File: src/rtl/add32_slice_sequencer.sv
// 32-bit adder that processes one 4-bit carry-lookahead slice per clock and
// accumulates the group generate/propagate across all eight slices.
module add32_slice_sequencer (
    input  logic        clk,
    input  logic        rst_n,
    input  logic        start,
    input  logic        abort,
    input  logic [31:0] a,
    input  logic [31:0] b,
    input  logic        cin,
    output logic        busy,
    output logic        done,
    output logic [31:0] sum,
    output logic        cout,
    output logic        g_out,
    output logic        p_out
);

    typedef enum logic [1:0] {IDLE, RUN, DONE} state_t;

    state_t      state_q, state_d;
    logic [31:0] a_q, a_d, b_q, b_d, sum_q, sum_d;
    logic [2:0]  idx_q, idx_d;
    logic        carry_q, carry_d, gacc_q, gacc_d, pacc_q, pacc_d;
    logic        cout_q, cout_d, g_out_q, g_out_d, p_out_q, p_out_d;
    logic        busy_q, busy_d, done_q, done_d;

    logic [3:0]  sa, sb, sg, sp, sc, ss;
    logic        grp_g, grp_p;

    always_comb begin
        sa = a_q[{idx_q, 2'b00} +: 4];
        sb = b_q[{idx_q, 2'b00} +: 4];
        sg = sa & sb;
        sp = sa | sb;
        sc[0] = carry_q;
        sc[1] = sg[0] | (sp[0] & carry_q);
        sc[2] = sg[1] | (sp[1] & sg[0]) | (sp[1] & sp[0] & carry_q);
        sc[3] = sg[2] | (sp[2] & sg[1]) | (sp[2] & sp[1] & sg[0])
              | (sp[2] & sp[1] & sp[0] & carry_q);
        ss    = sa ^ sb ^ sc;
        grp_g = sg[3] | (sp[3] & sg[2]) | (sp[3] & sp[2] & sg[1])
              | (sp[3] & sp[2] & sp[1] & sg[0]);
        grp_p = &sp;
    end

    always_comb begin
        state_d = state_q;
        a_d     = a_q;
        b_d     = b_q;
        sum_d   = sum_q;
        idx_d   = idx_q;
        carry_d = carry_q;
        gacc_d  = gacc_q;
        pacc_d  = pacc_q;
        cout_d  = cout_q;
        g_out_d = g_out_q;
        p_out_d = p_out_q;
        case (state_q)
            IDLE: begin
                if (start) begin
                    a_d     = a;
                    b_d     = b;
                    idx_d   = '0;
                    carry_d = cin;
                    gacc_d  = 1'b0;
                    pacc_d  = 1'b1;
                    state_d = RUN;
                end
            end
            RUN: begin
                if (abort) begin
                    state_d = IDLE;
                end else begin
                    for (int unsigned i = 0; i < 8; i++) begin
                        if (idx_q == i[2:0]) sum_d[4*i +: 4] = ss;
                    end
                    carry_d = grp_g | (grp_p & carry_q);
                    gacc_d  = grp_g | (grp_p & gacc_q);
                    pacc_d  = grp_p & pacc_q;
                    if (idx_q == 3'd7) begin
                        idx_d   = '0;
                        cout_d  = carry_d;
                        g_out_d = gacc_d;
                        p_out_d = pacc_d;
                        state_d = DONE;
                    end else begin
                        idx_d = idx_q + 3'd1;
                    end
                end
            end
            DONE:    state_d = IDLE;
            default: state_d = IDLE;
        endcase
        // Status flags are registered copies of the next-state decode.
        busy_d = (state_d != IDLE);
        done_d = (state_d == DONE);
    end

    always_ff @(posedge clk or negedge rst_n) begin
        if (!rst_n) begin
            state_q <= IDLE;
            a_q     <= '0;
            b_q     <= '0;
            sum_q   <= '0;
            idx_q   <= '0;
            carry_q <= 1'b0;
            gacc_q  <= 1'b0;
            pacc_q  <= 1'b0;
            cout_q  <= 1'b0;
            g_out_q <= 1'b0;
            p_out_q <= 1'b0;
            busy_q  <= 1'b0;
            done_q  <= 1'b0;
        end else begin
            state_q <= state_d;
            a_q     <= a_d;
            b_q     <= b_d;
            sum_q   <= sum_d;
            idx_q   <= idx_d;
            carry_q <= carry_d;
            gacc_q  <= gacc_d;
            pacc_q  <= pacc_d;
            cout_q  <= cout_d;
            g_out_q <= g_out_d;
            p_out_q <= p_out_d;
            busy_q  <= busy_d;
            done_q  <= done_d;
        end
    end

    assign busy  = busy_q;
    assign done  = done_q;
    assign sum   = sum_q;
    assign cout  = cout_q;
    assign g_out = g_out_q;
    assign p_out = p_out_q;

endmodule

File: config.mk
export PLATFORM = sky130hd
export DESIGN_NAME = add32_slice_sequencer
export DESIGN_NICKNAME = d
export VERILOG_FILES = /design/src/rtl/add32_slice_sequencer.sv
export SDC_FILE = /design/constraint.sdc
export NUM_CORES = 1
export LEC_CHECK = 0
export ABC_CLOCK_PERIOD_IN_PS = 2600
export BUFFER_PORTS_ARGS = -buffer_cell sky130_fd_sc_hd__buf_2
export CORE_ASPECT_RATIO = 1.75
export CORE_UTILIZATION = 49
export DETAILED_ROUTE_END_ITERATION = 8
export PLACE_DENSITY = 0.76
export SLEW_MARGIN = 20
export SYNTH_ARGS = -nofsm -noshare
export SYNTH_HDL_FRONTEND = slang
export SYNTH_SLANG_ARGS = --single-unit
export TNS_END_PERCENT = 1
File: constraint.sdc
create_clock -name clk -period 2.6 [get_ports clk]
set_input_delay 0 -clock clk [delete_from_list [all_inputs] [get_ports clk]]
set_output_delay 0 -clock clk [all_outputs]
set_load 0.01 [all_outputs]
-- After elaboration in Yosys (flattened, before gate mapping)
Index checks and enable logic that the tools add are counted.
- register bits after elaboration: 109
- bits of input ports: 69
- output and inout port bits: 37
- logic and storage cells: 99
- add/sub/neg operators: 1
- equality and inequality tests: 11
- shift operators: 2
- multiplexer cells: 17
- bitwise logic cells: 33
- reductions and logical operators: 15
- operators by type and width (kind ; number):
    32-bit by 6-bit indexed part select with 4-bit output ; 2
    3-bit AND reduction ; 9
    1-bit bitwise AND ; 17
    3-bit equality test, second input constant ; 4
    1-bit OR ; 11
    3-bit 2-to-1 mux ; 3
    4-bit XOR ; 2
    3-bit by 2-bit equality test with 1-bit output, second input constant ; 2
    1-bit 2-to-1 mux ; 6
    2-bit 2-to-1 mux ; 3
    1-bit case mux with 2 select lines ; 3
    3-bit case mux with 2 select lines ; 1
    4-bit bitwise AND ; 1
    2-bit inequality test, second input constant ; 2
    4-bit OR ; 1
    2-bit case mux with 2 select lines ; 1
    4-bit AND reduction ; 1
    2-bit nonzero test ; 2
    3-bit by 1-bit adder with 3-bit output, second input constant ; 1
    3-bit by 1-bit equality test with 1-bit output, second input constant ; 1
    3-bit logical NOT ; 1
    2-bit by 1-bit equality test with 1-bit output, second input constant ; 1
    2-bit equality test, second input constant ; 1
    2-bit logical NOT ; 1
    2 further kinds ; 2

-- Depth between registers and ports, before layout
- word-level depth: 9
- depth in mapped cells: 11
- gate-level depth less buffers: 9

-- Worst setup path before layout
No wires, ideal clock.
- path type: reg-to-reg
- start point: register idx_q[0]
- end point: register sum_q[31] (netlist: sum[31])
- library setup time: 0.125 ns
- arrival: 2.501 ns
- required time: 2.475 ns
- slack: -0.026 ns
- stages on the path, launching flop included: 12
- path buffers: 2
- clock period less this slack: 2.626 ns
- cells stage by stage: dfrtp_1 -> buf_4 -> buf_6 -> mux4_2 -> nand2_1 -> and2_1 -> inv_1 -> ha_1 -> nor2_1 -> a221oi_1 -> o311a_1 -> mux2_2
- word-level cells in the longest chain between the ends: 7
- elaborated cells between the ends (all ways): 16
- those cells by class: eq/ne (1); shift (2); bitwise (12); reduce/logical (1)
- RTL lines (what ; line ; RTL):
    from (decl) ; 23 ; logic [2:0] idx_q, idx_d;
    from (signal assigned) ; 120 ; idx_q <= idx_d;
    32-bit by 6-bit indexed part select with 4-bit output (on tied branches) ; 32, 33 ;
    4-bit OR or 4-bit bitwise AND (tied branches) ; 35, 34 ;
    1-bit bitwise AND (on tied branches) ; 39, 40 ;
    1-bit OR (tied with other cells) ; 39 ; sc[3] = sg[2] | (sp[2] & sg[1]) | (sp[2] & sp[1] & sg[0])
    1-bit OR or 1-bit bitwise AND (tied branches) ; 39, 40 ;
    1-bit OR ; 40 ; | (sp[2] & sp[1] & sp[0] & carry_q);
    4-bit XOR ; 41 ; ss = sa ^ sb ^ sc;
    to (signal assigned) ; 119 ; sum_q <= sum_d;
    to (decl) ; 22 ; logic [31:0] a_q, a_d, b_q, b_d, sum_q, sum_d;
Parallel ways exist; a longest one is shown, timed or not.
A chain may end at the register's enable or synchronous reset.

-- Worst setup path in the final report
- start point: register idx_q[0]
- end point: register sum_q[27] (netlist: sum[27])
The elaborated chain is that of the path after synthesis.

==> flow_summary.yaml <==
worst_setup_path:
  startpoint: "idx_q[0]$_DFFE_PN0P_"
  crit_type: "reg2reg"
  critPathLaunchType: "register"
  timing.rr.start: "idx_q[0]$_DFFE_PN0P_"
  crit_arrival_ns: 2.76
  path_max_fanout: 8
  end_kind: "register"
  worstPathRequired_ns: 2.83
sta:
  rsz0062_at_grt: "yes"
  drv_slew: 0
  worst_pin_slew_ns: 0.787
  finalCritPeriodShare: 0.970
  fin_ws_ns: 0.0788
  finalHoldViolCount: 0
  slew_headroom: 0.475
  finalCriticalPeriod_ns: 2.52
  fin_skew_ns: 0.00949
  fmax_mhz: 397
  setup_viol: 0
  whs_ns: 0.0874
place:
  dp_hpwl_um: 8060
  place_area_um2: 5710
  gp_congestion: 0.800
  dpl_worst_slack_ns: -0.0795
  io_buffers: 105
synth:
  seq_area_frac_synth: 0.554
  synth_compound_area_frac: 0.0613
  ys_types: 39
  synth-main-ff-cell: "dfrtp_1"
  synth.area.mux_share: 0.238
  ys_top_cells_by_area: "dfrtp_1, mux2_2, mux4_2"
  yosysTopAreaCellShare: 0.554
  synth-edff-count: 0
  synth_top_family_by_area: "multiplexers"
  synth.top_cells.by_count: "dfrtp_1, mux2_2, nand2_1"
  synth.most_common_cell: "dfrtp_1"
  yosys.area_share.xor_xnor: 0.00178
  syn_area_um2: 4920
  synthArstFlopShare: 1.00
  synthSimpleGateAreaFrac: 0.0748
  ys_ff_latch: 109
  avgSynthCellArea_um2: 13.3
  yosys_warnings: 0
  synthCells: 369
  synthAdderAreaFrac: 0.0397
  synth_largest_area_cell: "dfrtp_1"
  synth_fp_nets: 453
drt:
  dr.pass1.iters: 4
  drcViolationCount: 0
  vias: 3615
  wl_per_cell_um: 17.9
  vias_per_cell: 5.27
  ant_nets: 0
  wl_um: 12300
  drtIter0Drc: 171
global_route:
  grt_max_degree: 68
  grtUsageMet2: 0.480
  gr-usage-met3: 0.0250
  grt_pass1_wl_um: 19500
  grt.met1_usage: 0.262
  grt_usage: 0.253
  busiest_layer: "met2"
  antenna_found_initial: 0
  grt-ovfl-total: 0
  grt_pass1_vias: 3886
clock_network:
  clock_latency_ns: 0.35
  cts_root_buffer: "clkbuf_16"
  cts_buffer_depth: 2
  clk_pin_slew_ns: 0.07
  h-tree-depth: 3
  cts_tree: "built"
  clock_sinks: 109
  cts_made_buffers: 9
layout:
  finish.instance_area_um2: 6850
  num-nets-final: 640
  regArea_um2: 2730
  n_fill_cell: 670
  diodes: 0
  multi_input_area_um2: 2190
  syn_to_final_growth_pct: 39.2
  drive_above_1_share: 0.463
status:
  status: "finished, final reports clean"
hold_path:
  hold_path.class: "in2reg"
  hold_start: "abort"
pwr:
  vdd_ir_drop_max_mv: 0.643
  powerDensity_nw_per_um2: 1060
  p_leak_nw: 3.21
die:
  die_x_um: 77.7
  die-area_um2: 10500
  initial_utilization: 0.503
  fp.dieH_um: 135
  io_pins: 106
  row_count: 48
  core_region_area_um2: 9790
job:
  drv_cap: 0
[timing repair]
item	CTS	global route
hold buffers	65	0
buffers inserted	1	2
hold endpoints to repair	126	0
pin swaps	4	9
gates resized for setup	16	21
setup endpoints to repair	11	18
[critical path, stage by stage (launching register included)]
cell	delay (ns)
dfrtp_1	0.42
buf_6	0.18
buf_4	0.13
mux4_2	0.47
nand2_1	0.09
and2_4	0.18
ha_4	0.15
inv_1	0.05
a2111o_1	0.30
o311a_4	0.16
mux2_4	0.28
[worst paths after layout]
check / end / slack [ns] / cells past startpoint
worst max-delay path: sum[27]$_DFFE_PN0P_ / 0.08 / 10
worst min-delay path: state_q[0]$_DFF_PN0_ / 0.09 / 3
worst max register to register: sum[27]$_DFFE_PN0P_ / 0.08 / 10
worst min register to register: sum[9]$_DFFE_PN0P_ / 0.47 / 2
max in group asynchronous: gacc_q$_DFFE_PN0P_ / 1.58 / 3
min in group asynchronous: a_q[3]$_DFFE_PN0P_ / 0.29 / 2
[cell families after synthesis]
kind of cell / count (synthesis)
simple gates: 76
buf+inv: 33
xor+xnor: 1
flops: 109
compound gates: 47
mux: 88
fa+ha+maj: 15
[per-stage QoR]
stage / setup TNS (ns) / cells / total power, mW / util
floorplan: 0 / 369 / 4.19 / -
global placement: -0.0422 / 602 / 5.17 / 0.583
detailed placement: -0.630 / 602 / 5.30 / 0.583
CTS: 0 / 684 / 6.99 / 0.690
global route: -0.283 / 686 / 7.66 / 0.700
finish: 0 / 686 / 7.25 / 0.700
[flip-flops by register name, summed over array words and instances (netlist names)]
| register | cells |
|---|---|
| p_out | 1 |
| b_q | 32 |
| state_q | 2 |
| pacc_q | 1 |
| g_out | 1 |
| done | 1 |
| sum | 32 |
| carry_q | 1 |
| idx_q | 3 |
| a_q | 32 |
| busy | 1 |
| cout | 1 |
| gacc_q | 1 |
[layer usage]
metal	part of all wire	wire (µm)
met1	0.35	4340
met5	0	0
met2	0.57	7000
met3	0.029	359
met4	0.047	573
[power breakdown]
group	internal, mW	total, mW	switching (mW)
clock	0.799	1.40	0.599
combinational	1.70	3.39	1.69
sequential	2.18	2.46	0.280
[layout make-up]
| type | count | share of cell area |
|---|---|---|
| clock inverter | 5 | 0.00822 |
| multi-input combinational | 227 | 0.320 |
| sequential | 109 | 0.398 |
| inverter | 20 | 0.0110 |
| tap | 125 | 0.0228 |
| timing repair buffer | 189 | 0.203 |
| clock buffer | 11 | 0.0369 |
[placed cells by master (no fill, tap or decap), types with 6 or more instances in the layout]
cell type / instances
and2_4: 8
buf_2: 104
buf_4: 13
clkbuf_16: 9
dfrtp_1: 109
dlygate4sd3_1: 65
ha_1: 7
inv_1: 18
mux2_2: 71
mux4_2: 16
nand2_1: 43
nand2_2: 6
o21ai_0: 18
o31ai_1: 8
No activity file was read; power rests on OpenSTA's default activity.
